**config.mk**
```make
export PLATFORM = sky130hd
export DESIGN_NAME = panel_serial_out
export DESIGN_NICKNAME = d
export VERILOG_FILES = /design/src/rtl/panel_serial_pkg.sv /design/src/rtl/panel_serial_out_timer.sv /design/src/rtl/panel_serial_out.sv
export SDC_FILE = /design/constraint.sdc
export NUM_CORES = 1
export LEC_CHECK = 0
export BUFFER_PORTS_ARGS = -buffer_cell sky130_fd_sc_hd__buf_4
export CORE_ASPECT_RATIO = 0.75
export CORE_UTILIZATION = 40
export DETAILED_ROUTE_END_ITERATION = 12
export HOLD_SLACK_MARGIN = 0.02
export PLACE_DENSITY = 0.65
export SLEW_MARGIN = 20
export SYNTH_ARGS = -nofsm -noshare
export SYNTH_HDL_FRONTEND = slang
export SYNTH_SLANG_ARGS = --single-unit
export TNS_END_PERCENT = 30
```
**constraint.sdc**
```tcl
create_clock -name clk -period 5.4 [get_ports clk]
set_input_delay 1.35 -clock clk [delete_from_list [all_inputs] [get_ports clk]]
set_output_delay 1.35 -clock clk [all_outputs]
set_load 0.01 [all_outputs]
```
**src/rtl/panel_serial_pkg.sv**
```systemverilog
// Shared types for the panel 74LV595 serialiser: FSM states, lane geometry
// and the mapping of panel fields onto the four 16-bit lanes.
package panel_serial_pkg;

  localparam int unsigned NUM_LANES = 4;
  localparam int unsigned LANE_W    = 16;

  typedef logic [NUM_LANES-1:0][LANE_W-1:0] lanes_t;

  typedef enum logic [2:0] {
    ST_IDLE,
    ST_LOAD,
    ST_SHIFT_LO,
    ST_SHIFT_HI,
    ST_LATCH_LO,
    ST_LATCH_HI
  } state_t;

  function automatic lanes_t pack_lanes(input logic [30:0] reg_c,
                                        input logic [5:0]  op,
                                        input logic [11:0] strt,
                                        input logic [11:0] sel);
    lanes_t l;
    l[0] = reg_c[15:0];
    l[1] = {1'b0, reg_c[30:16]};
    l[2] = {strt[3:0], sel};
    l[3] = {2'b00, op, strt[11:4]};
    return l;
  endfunction

endpackage

```
**src/rtl/panel_serial_out_timer.sv**
```systemverilog
// Phase timer: reloads to CLK_DIV-1 on restart and counts down; tick marks
// the last cycle of the current SRCLK/RCLK phase.
module serial_phase_timer #(
  parameter int unsigned CLK_DIV = 2
) (
  input  logic clk,
  input  logic rst_n,
  input  logic restart,
  output logic tick
);

  localparam logic [7:0] RELOAD = 8'(CLK_DIV - 1);

  logic [7:0] cnt_q, cnt_d;

  always_comb begin
    cnt_d = cnt_q;
    if (restart)
      cnt_d = RELOAD;
    else if (cnt_q != '0)
      cnt_d = cnt_q - 8'd1;
  end

  always_ff @(posedge clk or negedge rst_n) begin
    if (!rst_n)
      cnt_q <= '0;
    else
      cnt_q <= cnt_d;
  end

  assign tick = (cnt_q == '0);

endmodule

```
**src/rtl/panel_serial_out.sv**
```systemverilog
// Serialises the panel display fields onto four lanes of cascaded 74LV595s,
// generating SRCLK/RCLK; re-sends on data change, after reset, or on refresh.
module panel_serial_out
  import panel_serial_pkg::*;
#(
  parameter int unsigned CLK_DIV        = 2,
  parameter int unsigned REFRESH_CYCLES = 65536
) (
  input  logic        clk,
  input  logic        resetn,
  input  logic [30:0] pnl_reg_c_value,
  input  logic [5:0]  pnl_op_code,
  input  logic [11:0] pnl_strt_value,
  input  logic [11:0] pnl_sel_value,
  output logic        serial_out_srclk,
  output logic        serial_out_rclk,
  output logic        serial_out_ser_0,
  output logic        serial_out_ser_1,
  output logic        serial_out_ser_2,
  output logic        serial_out_ser_3,
  output logic        serial_out_busy,
  output logic        serial_out_done
);

  localparam logic        REFR_EN  = (REFRESH_CYCLES != 0);
  localparam logic [31:0] REFR_MAX = (REFRESH_CYCLES == 0) ? 32'd0 : 32'(REFRESH_CYCLES - 1);

  state_t      state_q, state_d;
  lanes_t      snap_q, snap_d;
  lanes_t      shreg_q, shreg_d;
  logic [3:0]  bit_q, bit_d;
  logic        force_q, force_d;
  logic [31:0] refr_q, refr_d;
  logic        srclk_q, srclk_d;
  logic        rclk_q, rclk_d;
  logic [3:0]  ser_q, ser_d;
  logic        busy_q, busy_d;
  logic        done_q, done_d;

  lanes_t packed_in;
  logic   trigger;
  logic   timer_restart;
  logic   phase_tick;

  assign packed_in = pack_lanes(pnl_reg_c_value, pnl_op_code, pnl_strt_value, pnl_sel_value);
  assign trigger   = (packed_in != snap_q) || force_q || (REFR_EN && (refr_q == REFR_MAX));

  serial_phase_timer #(.CLK_DIV(CLK_DIV)) u_timer (
    .clk     (clk),
    .rst_n   (resetn),
    .restart (timer_restart),
    .tick    (phase_tick)
  );

  always_comb begin
    state_d       = state_q;
    snap_d        = snap_q;
    shreg_d       = shreg_q;
    bit_d         = bit_q;
    force_d       = force_q;
    refr_d        = refr_q;
    ser_d         = ser_q;
    done_d        = 1'b0;
    timer_restart = 1'b0;

    unique case (state_q)
      ST_IDLE: begin
        if (refr_q != REFR_MAX)
          refr_d = refr_q + 32'd1;
        if (trigger)
          state_d = ST_LOAD;
      end
      ST_LOAD: begin
        snap_d        = packed_in;
        shreg_d       = packed_in;
        bit_d         = 4'd15;
        force_d       = 1'b0;
        refr_d        = '0;
        timer_restart = 1'b1;
        state_d       = ST_SHIFT_LO;
      end
      ST_SHIFT_LO: begin
        if (phase_tick) begin
          timer_restart = 1'b1;
          state_d       = ST_SHIFT_HI;
        end
      end
      ST_SHIFT_HI: begin
        if (phase_tick) begin
          timer_restart = 1'b1;
          shreg_d = {shreg_q[3][14:0], 1'b0, shreg_q[2][14:0], 1'b0,
                     shreg_q[1][14:0], 1'b0, shreg_q[0][14:0], 1'b0};
          if (bit_q == 4'd0) begin
            state_d = ST_LATCH_LO;
          end else begin
            bit_d   = bit_q - 4'd1;
            state_d = ST_SHIFT_LO;
          end
        end
      end
      ST_LATCH_LO: begin
        if (phase_tick) begin
          timer_restart = 1'b1;
          state_d       = ST_LATCH_HI;
        end
      end
      ST_LATCH_HI: begin
        if (phase_tick) begin
          done_d  = 1'b1;
          state_d = ST_IDLE;
        end
      end
      default: state_d = ST_IDLE;
    endcase

    // Outputs are decoded from the next state so they register alongside it.
    if ((state_d == ST_SHIFT_LO) && (state_q != ST_SHIFT_LO))
      ser_d = {shreg_d[3][15], shreg_d[2][15], shreg_d[1][15], shreg_d[0][15]};
    srclk_d = (state_d == ST_SHIFT_HI);
    rclk_d  = (state_d == ST_LATCH_HI);
    busy_d  = (state_d != ST_IDLE);
  end

  always_ff @(posedge clk or negedge resetn) begin
    if (!resetn) begin
      state_q <= ST_IDLE;
      snap_q  <= '0;
      shreg_q <= '0;
      bit_q   <= '0;
      force_q <= 1'b1;
      refr_q  <= '0;
      srclk_q <= 1'b0;
      rclk_q  <= 1'b0;
      ser_q   <= '0;
      busy_q  <= 1'b0;
      done_q  <= 1'b0;
    end else begin
      state_q <= state_d;
      snap_q  <= snap_d;
      shreg_q <= shreg_d;
      bit_q   <= bit_d;
      force_q <= force_d;
      refr_q  <= refr_d;
      srclk_q <= srclk_d;
      rclk_q  <= rclk_d;
      ser_q   <= ser_d;
      busy_q  <= busy_d;
      done_q  <= done_d;
    end
  end

  assign serial_out_srclk = srclk_q;
  assign serial_out_rclk  = rclk_q;
  assign serial_out_ser_0 = ser_q[0];
  assign serial_out_ser_1 = ser_q[1];
  assign serial_out_ser_2 = ser_q[2];
  assign serial_out_ser_3 = ser_q[3];
  assign serial_out_busy  = busy_q;
  assign serial_out_done  = done_q;

endmodule

```
-- After elaboration in Yosys (flattened, before gate mapping)
Cells that the tools add are included.
- equal/unequal tests: 15
- bitwise gates (word level): 0
- muxes and demuxes: 19
- multipliers: 0
- shift operators: 0
- add/subtract/negate cells: 3
- order comparisons: 0
- divide/modulo/power cells: 0
- reduce and logical (&&, ||, !) cells: 15
- operator list (cell ; number):
    one-hot mux 64 bit (2 select lines) ; 1
    two-way mux 64 bit ; 1
    one-hot mux 32 bit (2 select lines) ; 1
    != test 61 bit ; 1
    adder 32 x 1 -> 32 bit, second input constant ; 1
    equality test 32 x 16 -> 1 bit, second input constant ; 1
    two-way mux 32 bit ; 1
    != test 32 x 16 -> 1 bit, second input constant ; 1
    two-way mux 3 bit ; 6
    one-hot mux 3 bit (6 select lines) ; 1
    two-way mux 8 bit ; 2
    equality test 3 x 2 -> 1 bit, second input constant ; 4
    equality test 3 bit, second input constant ; 3
    logical NOT 8 bit ; 1
    two-way mux 4 bit ; 2
    one-hot mux 4 bit (2 select lines) ; 1
    nonzero test 8 bit ; 1
    subtractor 8 x 1 -> 8 bit, second input constant ; 1
    != test 2 bit, second input constant ; 3
    nonzero test 2 bit ; 3
    logical NOT 4 bit ; 1
    AND reduction 2 bit ; 2
    subtractor 4 x 1 -> 4 bit, second input constant ; 1
    equality test 3 x 1 -> 1 bit, second input constant ; 1
    other kinds (9) ; 11
- bits of input ports: 63
- memory bits (read-only): 0
- memories kept: 0
- register bits: 181
- RAM bits: 0
- bits in latches: 0
- output and inout bits: 8

-- Logic depth before layout (Yosys ltp)
Gate-level depths: netlist of run 1.
- depth after elaboration: 7
- mapped depth: 8

-- Cells and area by module
Synthesis of run 1 repeated with hierarchy kept, for this count alone.
- cells, all modules: 913
- area total of the unflattened synthesis: 8461.9 um^2
- by module, submodules not included (module ; instances ; cells an instance ; area an instance (um^2)):
    panel_serial_out ; 1 ; 868 ; 8023.9
    serial_phase_timer ; 1 ; 45 ; 437.9

-- Least setup slack after synthesis of run 1
No wires, ideal clock.
- kind: input-to-reg
- start point: in pnl_strt_value[1]
- end point: reg busy_q (netlist: serial_out_busy)
- buffers on the path: 0
- required time: 5.264 ns
- setup slack: 3.168 ns
- stages: 5
- setup time: 0.136 ns
- data arrival time: 2.096 ns
- path through: xnor2_1 nand4_1 nor4_1 o2111a_1 a31oi_1
- longest elaborated chain between the ends: 6
- ends and longest elaborated chain (element ; line ; source):
    start, declared ; panel_serial_out.sv:13 ; input logic [11:0] pnl_strt_value,
    != test 61 bit ; panel_serial_out.sv:46 ; assign trigger = (packed_in != snap_q) || force_q || (REFR_EN && (refr_q == REFR_MAX));
    logical OR 1 bit (2 in series) ; panel_serial_out.sv:46 ;
    two-way mux 3 bit ; panel_serial_out.sv:70 ; if (trigger)
    one-hot mux 3 bit (6 select lines) ; panel_serial_out.sv:66 ; unique case (state_q)
    nonzero test 3 bit ; panel_serial_out.sv:121 ; busy_d = (state_d != ST_IDLE);
    net busy_d ; panel_serial_out.sv:37 ; logic busy_q, busy_d;
    end signal, assigned ; panel_serial_out.sv:147 ; busy_q <= busy_d;
    end, declared ; panel_serial_out.sv:37 ;
The timed path passes the listed nets, and every way through them passes these cells.
A chain may end at the register's enable or synchronous reset.

-- Worst setup path after layout of run 1
- start point: reg u_timer.cnt_q[0]
- end point: reg ser_q[1]
- longest elaborated chain between the ends: 5
- elaborated cells on any way between the ends: 10
- classes of those cells: eq/ne: 1; mux: 7; reduce/logical: 2
- ends and longest elaborated chain (element ; line ; source):
    start, declared ; panel_serial_out_timer.sv:14 ; logic [7:0] cnt_q, cnt_d;
    start signal, assigned ; panel_serial_out_timer.sv:28 ; cnt_q <= cnt_d;
    logical NOT 8 bit * ; panel_serial_out_timer.sv:31 ; assign tick = (cnt_q == '0);
    two-way mux 3 bit, on equally long branches ; n/a ;
    one-hot mux 3 bit (6 select lines) ; panel_serial_out.sv:66 ;
    equality test 3 x 2 -> 1 bit ; panel_serial_out.sv:117 ; if ((state_d == ST_SHIFT_LO) && (state_q != ST_SHIFT_LO))
    logical AND 1 bit ; panel_serial_out.sv:117 ;
    end signal, assigned ; panel_serial_out.sv:146 ; ser_q <= ser_d;
    end, declared ; panel_serial_out.sv:36 ; logic [3:0] ser_q, ser_d;
Mark *: on every way between the ends. The rest lies on a longest branch, timed or not. The select of a mux whose other input is x is not followed.

==> results.json, run 1 <==
{
  "synth_xor_area_share_pct": 7.24,
  "cts_sinks": 179,
  "place_area_um2": 9120,
  "setup.worst_path.class": "flop to flop",
  "place_congestion": 0.804,
  "report.final.slew_viol_count": 0,
  "grt_max_degree": 99,
  "synth_top_area_cell": "dfrtp_1",
  "crit_path_end_kind": "flop",
  "initial_core_util_pct": 41.1,
  "ys_ff_latch": 179,
  "clock_path_buffers": 2,
  "period_needed_ps": 3150,
  "power_density_nw_per_um2": 293,
  "layout.nets": 1026,
  "outcome": "finished clean",
  "cts_made_buffers": 17,
  "grtUsageMet1_pct": 30.9,
  "cts_tree": "done",
  "final_cell_area_um2": 9730,
  "leakagePower_nw": 4.64,
  "yosysSeqAreaShare_pct": 53.7,
  "dpl.cell_count": 1223,
  "core-area_um2": 20300,
  "maxCapViolCount": 0,
  "layout_commonest_cell": "nand2_1",
  "syn_avg_cell_area_um2": 9.19,
  "die_h_um": 127,
  "ys_warn_count": 0,
  "hold_viol_final": 0,
  "antenna_cells": 0,
  "cp-start-kind": "flop",
  "die_w_um": 169,
  "wire_per_inst_um": 16.0,
  "grt.overflow.total": 0,
  "seqCellArea_um2": 4480,
  "synth_top_area_share_pct": 53.4,
  "crit_path_max_fanout": 36,
  "drc": 0,
  "port-buffer-count": 70,
  "clk_pin_slew_worst_paths_ps": 70,
  "grt_pass1_vias": 6235,
  "setup_ws_ps": 2250,
  "num_rows": 45,
  "synth_edf_count": 0,
  "grt_use_met3_pct": 5.05,
  "worstPathArrival_ps": 3460,
  "detail-route-antenna-nets": 0,
  "root_buffer": "clkbuf_16",
  "final_cell_mix": "nand2_1, dfrtp_1, buf_4, a22oi_1, xor2_1",
  "tightestPinTransition_ps": 920,
  "ios": 71,
  "critPathRequiredTime_ps": 5720,
  "top_usage_layer": "met1",
  "synth_cells": 908,
  "synth_simple_gate_area_share_pct": 25.2,
  "firstDrtPassIters": 5,
  "cts_hold_buffers": 0,
  "viasPerCell": 5.22,
  "cts_max_level": 4,
  "timing.final.crit_share_pct": 58.3,
  "cts_setup_buffers": 0,
  "insertion_delay_ps": 430,
  "synth_top_family_by_area": "simple AND/OR/NAND/NOR gates",
  "nFillCells": 1860,
  "peakVddDrop_mv": 0.167,
  "finalPower_mw": 2.85,
  "whs_ps": 469,
  "syn_to_final_growth_pct": 16.6,
  "vias": 6549,
  "max_slew_margin_pct": 38.6,
  "met2_usage_pct": 28.5,
  "synth.net_count": 974,
  "die_area_um2": 21500,
  "synth-main-ff-cell": "dfrtp_1",
  "ctsResizeCount": 0,
  "layout-drive-gt1-share_pct": 12.5,
  "ys_types": 57,
  "drt-total-wl_um": 20000,
  "maxClockFrequency_mhz": 318,
  "post-route-util_pct": 47.9,
  "async_reset_ff_share_pct": 100,
  "synth_area_leaders": "dfrtp_1, nand2_1, xor2_1, a22oi_1, xnor2_1",
  "pre_cts_slack_ps": 2280,
  "antenna_found_initial": 0,
  "netlist_area_um2": 8350,
  "setup_viol": 0,
  "synthAdderAreaFrac_pct": 0.450,
  "grt_first_pass_wirelength_um": 33600,
  "drtIter0Drc": 680,
  "synthMuxAreaShare_pct": 0.630,
  "tns_ps": 0,
  "rsz0062_at_grt": "false",
  "skew_ps": 8.25,
  "grtUsageTotal_pct": 20.2,
  "multiInputGateArea_um2": 3670,
  "min_path_type": "flop to flop",
  "hpwl_um": 13400,
  "stdcell_count": 1255,
  "synth_compound_area_share_pct": 10.1
}
==> cell families after synthesis <==
kind of cell    after synthesis
flops                       179
buf+inv                      53
mux                           5
simple gates                476
xor+xnor                     69
fa+ha+maj                     3
compound gates              123
==> metal layers <==
metal / wire [um] / part of all wire, %
met4: 113 / 0.56
met5: 0 / 0
met1: 10300 / 51
met3: 1160 / 5.8
met2: 8480 / 42
==> synthesized netlist by cell type, types with 10 or more instances <==
| library cell | instances |
|---|---|
| o31ai_1 | 11 |
| a21oi_1 | 26 |
| nand3_1 | 28 |
| nor3_1 | 10 |
| buf_2 | 13 |
| clkbuf_1 | 27 |
| nor2_1 | 25 |
| dfrtp_1 | 178 |
| nand2_1 | 328 |
| a22oi_1 | 40 |
| o21ai_0 | 16 |
| or3_1 | 12 |
| xor2_1 | 36 |
| nand4_1 | 20 |
| inv_1 | 10 |
| nor4_1 | 14 |
| xnor2_1 | 33 |
==> critical path: stages (launching register included) <==
cell and delay [ps]:
dfrtp_1 380, inv_1 90, ha_1 220, nor3b_1 580
and3_2 700, buf_4 470, o21ai_0 270, a32o_1 300
==> cell type report <==
class | count | area share [%]
clock inverter | 15 | 1.85
multi-input combinational | 676 | 37.7
timing repair buffer | 76 | 6.03
inverter | 10 | 0.386
sequential | 179 | 46.1
tap | 282 | 3.63
clock buffer | 17 | 4.37
==> report_power, final <==
part           total, mW  internal, mW  switching, mW
logic              0.167        0.0710         0.0959
registers           1.39          1.37         0.0198
clock network       1.29         0.732          0.558
total               2.85          2.17          0.673
==> path summary, 6_finish.rpt <==
check / startpoint / end / slack, ps / depth (start not counted)
max in group asynchronous: resetn / shreg_q[60] / 3440 / 2
min in group asynchronous: resetn / refr_q[5] / 1000 / 1
max: u_timer.cnt_q[0] / ser_q[1] / 2250 / 7
min: shreg_q[26] / shreg_q[26] / 470 / 2
min reg2reg: shreg_q[26] / shreg_q[26] / 470 / 2
max reg2reg: u_timer.cnt_q[0] / ser_q[1] / 2250 / 7
==> registers in the layout, indices dropped and copies added, names as in the netlist <==
register          count
shreg_q              62
snap_q               61
refr_q               32
u_timer.cnt_q         8
bit_q                 4
ser_q                 4
state_q               3
force_q               1
serial_out_busy       1
serial_out_done       1
serial_out_rclk       1
serial_out_srclk      1
Note: power is estimated with default switching activity, not from simulation.
==> inputs of run 2 (changes only) <==
==> constraint.sdc (replaced) <==
create_clock -name clk -period 3 [get_ports clk]
set_input_delay 0.75 -clock clk [delete_from_list [all_inputs] [get_ports clk]]
set_output_delay 0.75 -clock clk [all_outputs]
set_load 0.01 [all_outputs]
==> run 2 against run 1 <==
  * Power rose by 81%
  * Hold slack got worse by 250 ps
  * Combinational power rose by 81%
  * Fmax rose by 35%
==> results.json, run 2 (synthesized netlist as in run 1, its figures left out) <==
{
  "antenna_found_initial": 0,
  "detail-route-antenna-nets": 0,
  "timing.final.crit_share_pct": 77.4,
  "cts_setup_buffers": 0,
  "skew_ps": 12.7,
  "place_area_um2": 9230,
  "final_cell_area_um2": 9840,
  "die_h_um": 127,
  "period_needed_ps": 2320,
  "nFillCells": 1909,
  "whs_ps": 220,
  "drtIter0Drc": 564,
  "crit_path_max_fanout": 133,
  "maxCapViolCount": 0,
  "peakVddDrop_mv": 0.381,
  "insertion_delay_ps": 440,
  "outcome": "finished clean",
  "cts_sinks": 179,
  "grtUsageTotal_pct": 20.1,
  "layout.nets": 1033,
  "rsz0062_at_grt": "false",
  "port-buffer-count": 70,
  "cts_hold_buffers": 0,
  "num_rows": 45,
  "largest_reg_flops": 62,
  "cts_max_level": 4,
  "layout_commonest_cell": "nand2_1",
  "wire_per_inst_um": 16.2,
  "worstPathArrival_ps": 2650,
  "dpl.cell_count": 1230,
  "drt-total-wl_um": 20400,
  "root_buffer": "clkbuf_16",
  "layout-drive-gt1-share_pct": 13.0,
  "reg2reg_depth": 4,
  "setup_viol": 0,
  "antenna_cells": 0,
  "syn_to_final_growth_pct": 17.9,
  "grt_first_pass_wirelength_um": 33300,
  "core-area_um2": 20300,
  "min_path_type": "input pin to asynchronous set/reset pin",
  "grt_pass1_vias": 6141,
  "cp-start-kind": "flop",
  "viasPerCell": 5.24,
  "place_congestion": 0.845,
  "critPathRequiredTime_ps": 3320,
  "setup.worst_path.class": "flop to flop",
  "vias": 6614,
  "initial_core_util_pct": 41.1,
  "drc": 0,
  "report.final.slew_viol_count": 0,
  "max_slew_margin_pct": 48.5,
  "maxClockFrequency_mhz": 430,
  "die_area_um2": 21500,
  "tightestPinTransition_ps": 772,
  "final_cell_mix": "nand2_1, dfrtp_1, buf_4, a22oi_1, xor2_1",
  "die_w_um": 169,
  "tns_ps": 0,
  "clock_path_buffers": 2,
  "power_density_nw_per_um2": 525,
  "ctsResizeCount": 0,
  "cts_made_buffers": 17,
  "top_regs": "shreg_q: 62 flops, snap_q: 61 flops, refr_q: 32 flops",
  "largest-register": "shreg_q",
  "grt.overflow.total": 0,
  "grt_max_degree": 134,
  "firstDrtPassIters": 5,
  "leakagePower_nw": 4.69,
  "clk_pin_slew_worst_paths_ps": 70,
  "hpwl_um": 13700,
  "hold_viol_final": 0,
  "ios": 71,
  "cts_tree": "done",
  "crit_path_end_kind": "flop",
  "stdcell_count": 1262
}
## run 2: cell types whose count changed in the layout (fill, tap and decap cells not counted), sizes merged
cell | before | now
buf | 76 | 83
clkinv | 6 | 2
clkbuf | 17 | 20
inv | 13 | 15
clkinvlp | 3 | 2
## run 2: power breakdown
part / total [mW] / internal, mW / switching [mW]
clock network: 2.36 / 1.35 / 1.00
logic: 0.303 / 0.132 / 0.172
registers: 2.50 / 2.47 / 0.0374
total: 5.16 / 3.95 / 1.21
## run 2: per-stage QoR
step / worst slack [ps] / power, mW / utilization, %
floorplan: 1020 / 2.65 / -
global placement: 605 / 2.86 / 45.4
detailed placement: 705 / 2.86 / 45.4
CTS: 713 / 5.21 / 48.4
global route: 591 / 5.35 / 48.4
finish: 677 / 5.16 / 48.4
## run 2: worst paths after layout
check / endpoint / slack, ps / start
worst max-delay path: ser_q[1] / 680 / state_q[1]
worst min-delay path: u_timer.cnt_q[7] / 220 / resetn
worst max register to register: ser_q[1] / 680 / state_q[1]
worst min register to register: shreg_q[21] / 470 / shreg_q[21]
max in group asynchronous: force_q / 1980 / resetn
min in group clk: shreg_q[21] / 470 / shreg_q[21]
## run 2: cell type report
cell class	count	area, um^2	area share [%]
Clock inverter	12	169	1.72
Inverter	10	37.5	0.381
Timing Repair Buffer	83	689	7.00
Sequential cell	179	4480	45.5
Tap cell	282	353	3.59
Multi-Input combinational cell	676	3670	37.2
Clock buffer	20	447	4.54
## run 2: worst max-delay path: stages (launching register included)
cell	delay, ps
dfrtp_1	520
nor3b_4	350
buf_12	440
o21ai_0	430
a32o_1	310
## run 2: metal layers
metal	share of wire [%]	vias to the layer above	GRT usage (%)
li1	-	3209	-
met4	1.4	0	5.78
met5	0	-	0
met3	5.7	22	4.18
met2	43	157	29.2
met1	50	3226	30.2
==> inputs of run 3 (changes only) <==
==> constraint.sdc (replaced) <==
create_clock -name clk -period 2.2 [get_ports clk]
set_input_delay 0.55 -clock clk [delete_from_list [all_inputs] [get_ports clk]]
set_output_delay 0.55 -clock clk [all_outputs]
set_load 0.01 [all_outputs]
==> run 3 against run 2 <==
  * Fmax is 15% higher
  * Combinational power is 39% higher
  * Clock-buffer cell count is 3 lower
  * Final cell count is 1.3% higher
  * Final area is 1.3% higher
  * Global-route usage is 0.070 points lower
  * Register-to-register slack worse by 510 ps
  * Critical endpoint is now refr_q[26]
  * Largest power group unchanged
==> results.json, run 3 (synthesized netlist as in run 1, its figures left out) <==
{
  "outcome": "finished clean",
  "worstPathArrival_ps": 2380,
  "ios": 71,
  "hold_viol_final": 0,
  "rsz0062_at_grt": "false",
  "layout.nets": 1049,
  "die_w_um": 169,
  "tightestPinTransition_ps": 569,
  "syn_to_final_growth_pct": 19.5,
  "ctsResizeCount": 0,
  "period_needed_ps": 2030,
  "firstDrtPassIters": 4,
  "post-route-util_pct": 49.1,
  "hpwl_um": 14200,
  "cts_max_level": 4,
  "cts_hold_buffers": 0,
  "drt-total-wl_um": 20300,
  "leakagePower_nw": 4.76,
  "power_density_nw_per_um2": 678,
  "critPathRequiredTime_ps": 2550,
  "num_rows": 45,
  "clock_path_buffers": 2,
  "largest_reg_flops": 62,
  "root_buffer": "clkbuf_16",
  "drc": 0,
  "crit_path_end_kind": "flop",
  "path_cells": "ha_1 -> nand2_1 -> nor2_1 -> nand4_1 -> buf_4 -> or3_1 -> a21oi_1",
  "die_area_um2": 21500,
  "vias": 6667,
  "insertion_delay_ps": 440,
  "cts_setup_buffers": 0,
  "viasPerCell": 5.22,
  "final_cell_mix": "nand2_1, dfrtp_1, buf_4, a22oi_1, xor2_1",
  "crit_path_max_fanout": 12,
  "cts_made_buffers": 17,
  "cts_sinks": 179,
  "setup_ws_ps": 171,
  "slowest_delay_ps": 400,
  "report.final.slew_viol_count": 0,
  "place_area_um2": 9410,
  "path_buf_inv": 1,
  "setup_viol": 0,
  "final_cell_area_um2": 9970,
  "grt_pass1_vias": 6173,
  "min_path_type": "input pin to asynchronous set/reset pin",
  "port-buffer-count": 70,
  "timing.final.crit_share_pct": 92.2,
  "maxCapViolCount": 0,
  "max_slew_margin_pct": 61.7,
  "crit_family": "simple AND/OR/NAND/NOR gates",
  "clk_pin_slew_worst_paths_ps": 70,
  "antenna_cells": 0,
  "grt_max_degree": 57,
  "antenna_found_initial": 1,
  "cp-start-kind": "flop",
  "grtUsageTotal_pct": 20.0,
  "cp_slowest_cell": "dfrtp_1",
  "wire_per_inst_um": 15.9,
  "largest-register": "shreg_q",
  "top_regs": "shreg_q: 62 flops, snap_q: 61 flops, refr_q: 32 flops",
  "initial_core_util_pct": 41.1,
  "setup.worst_path.class": "flop to flop",
  "maxClockFrequency_mhz": 493,
  "drtIter0Drc": 520,
  "cts_tree": "done",
  "grt_first_pass_wirelength_um": 33300,
  "place_congestion": 0.833,
  "detail-route-antenna-nets": 0,
  "peakVddDrop_mv": 0.491,
  "core-area_um2": 20300,
  "layout-drive-gt1-share_pct": 14.6,
  "skew_ps": 11.6,
  "die_h_um": 127,
  "layout_commonest_cell": "nand2_1",
  "pre_cts_slack_ps": -8.71,
  "grt.overflow.total": 0
}
[run 3: final timing paths]
| path | start | to | slack, ps | cells after the start |
|---|---|---|---|---|
| worst max-delay path | refr_q[1] | refr_q[26] | 170 | 7 |
| worst min-delay path | resetn | refr_q[1] | 20 | 1 |
| worst max register to register | refr_q[1] | refr_q[26] | 170 | 7 |
| worst min register to register | shreg_q[41] | shreg_q[41] | 470 | 2 |
| max in group asynchronous | resetn | snap_q[4] | 1530 | 2 |
| min in group clk | pnl_sel_value[7] | snap_q[39] | 330 | 3 |
[run 3: power by group]
group | internal [mW] | switching, mW
clock | 1.50 | 1.44
sequential | 3.36 | 0.0487
combinational | 0.183 | 0.238
total | 5.04 | 1.72
[run 3: area by class of cell]
class                           instances  area (um^2)
Multi-Input combinational cell        676         3670
Tap cell                              282          353
Clock inverter                         15          139
Fill cell                            1917        10400
Timing Repair Buffer                   99          872
Inverter                               10         37.5
Sequential cell                       179         4480
Clock buffer                           17          425
[run 3: per-stage QoR]
stage	std cells	hold slack [ps]	total power, mW	setup TNS (ps)
floorplan	908	254	3.61	0
global placement	1246	450	3.90	-75.4
detailed placement	1246	456	3.90	-8.71
CTS	1278	21.9	6.85	0
global route	1278	28.9	7.03	0
finish	1278	17.2	6.76	0
[run 3: routing by layer]
| layer | vias to the layer above | wire length [um] | GRT usage, % |
|---|---|---|---|
| met5 | - | 0 | 0 |
| met4 | 0 | 276 | 6.15 |
| met3 | 18 | 884 | 3.97 |
| met2 | 155 | 8680 | 28.3 |
| met1 | 3254 | 10500 | 30.7 |
| li1 | 3240 | - | - |
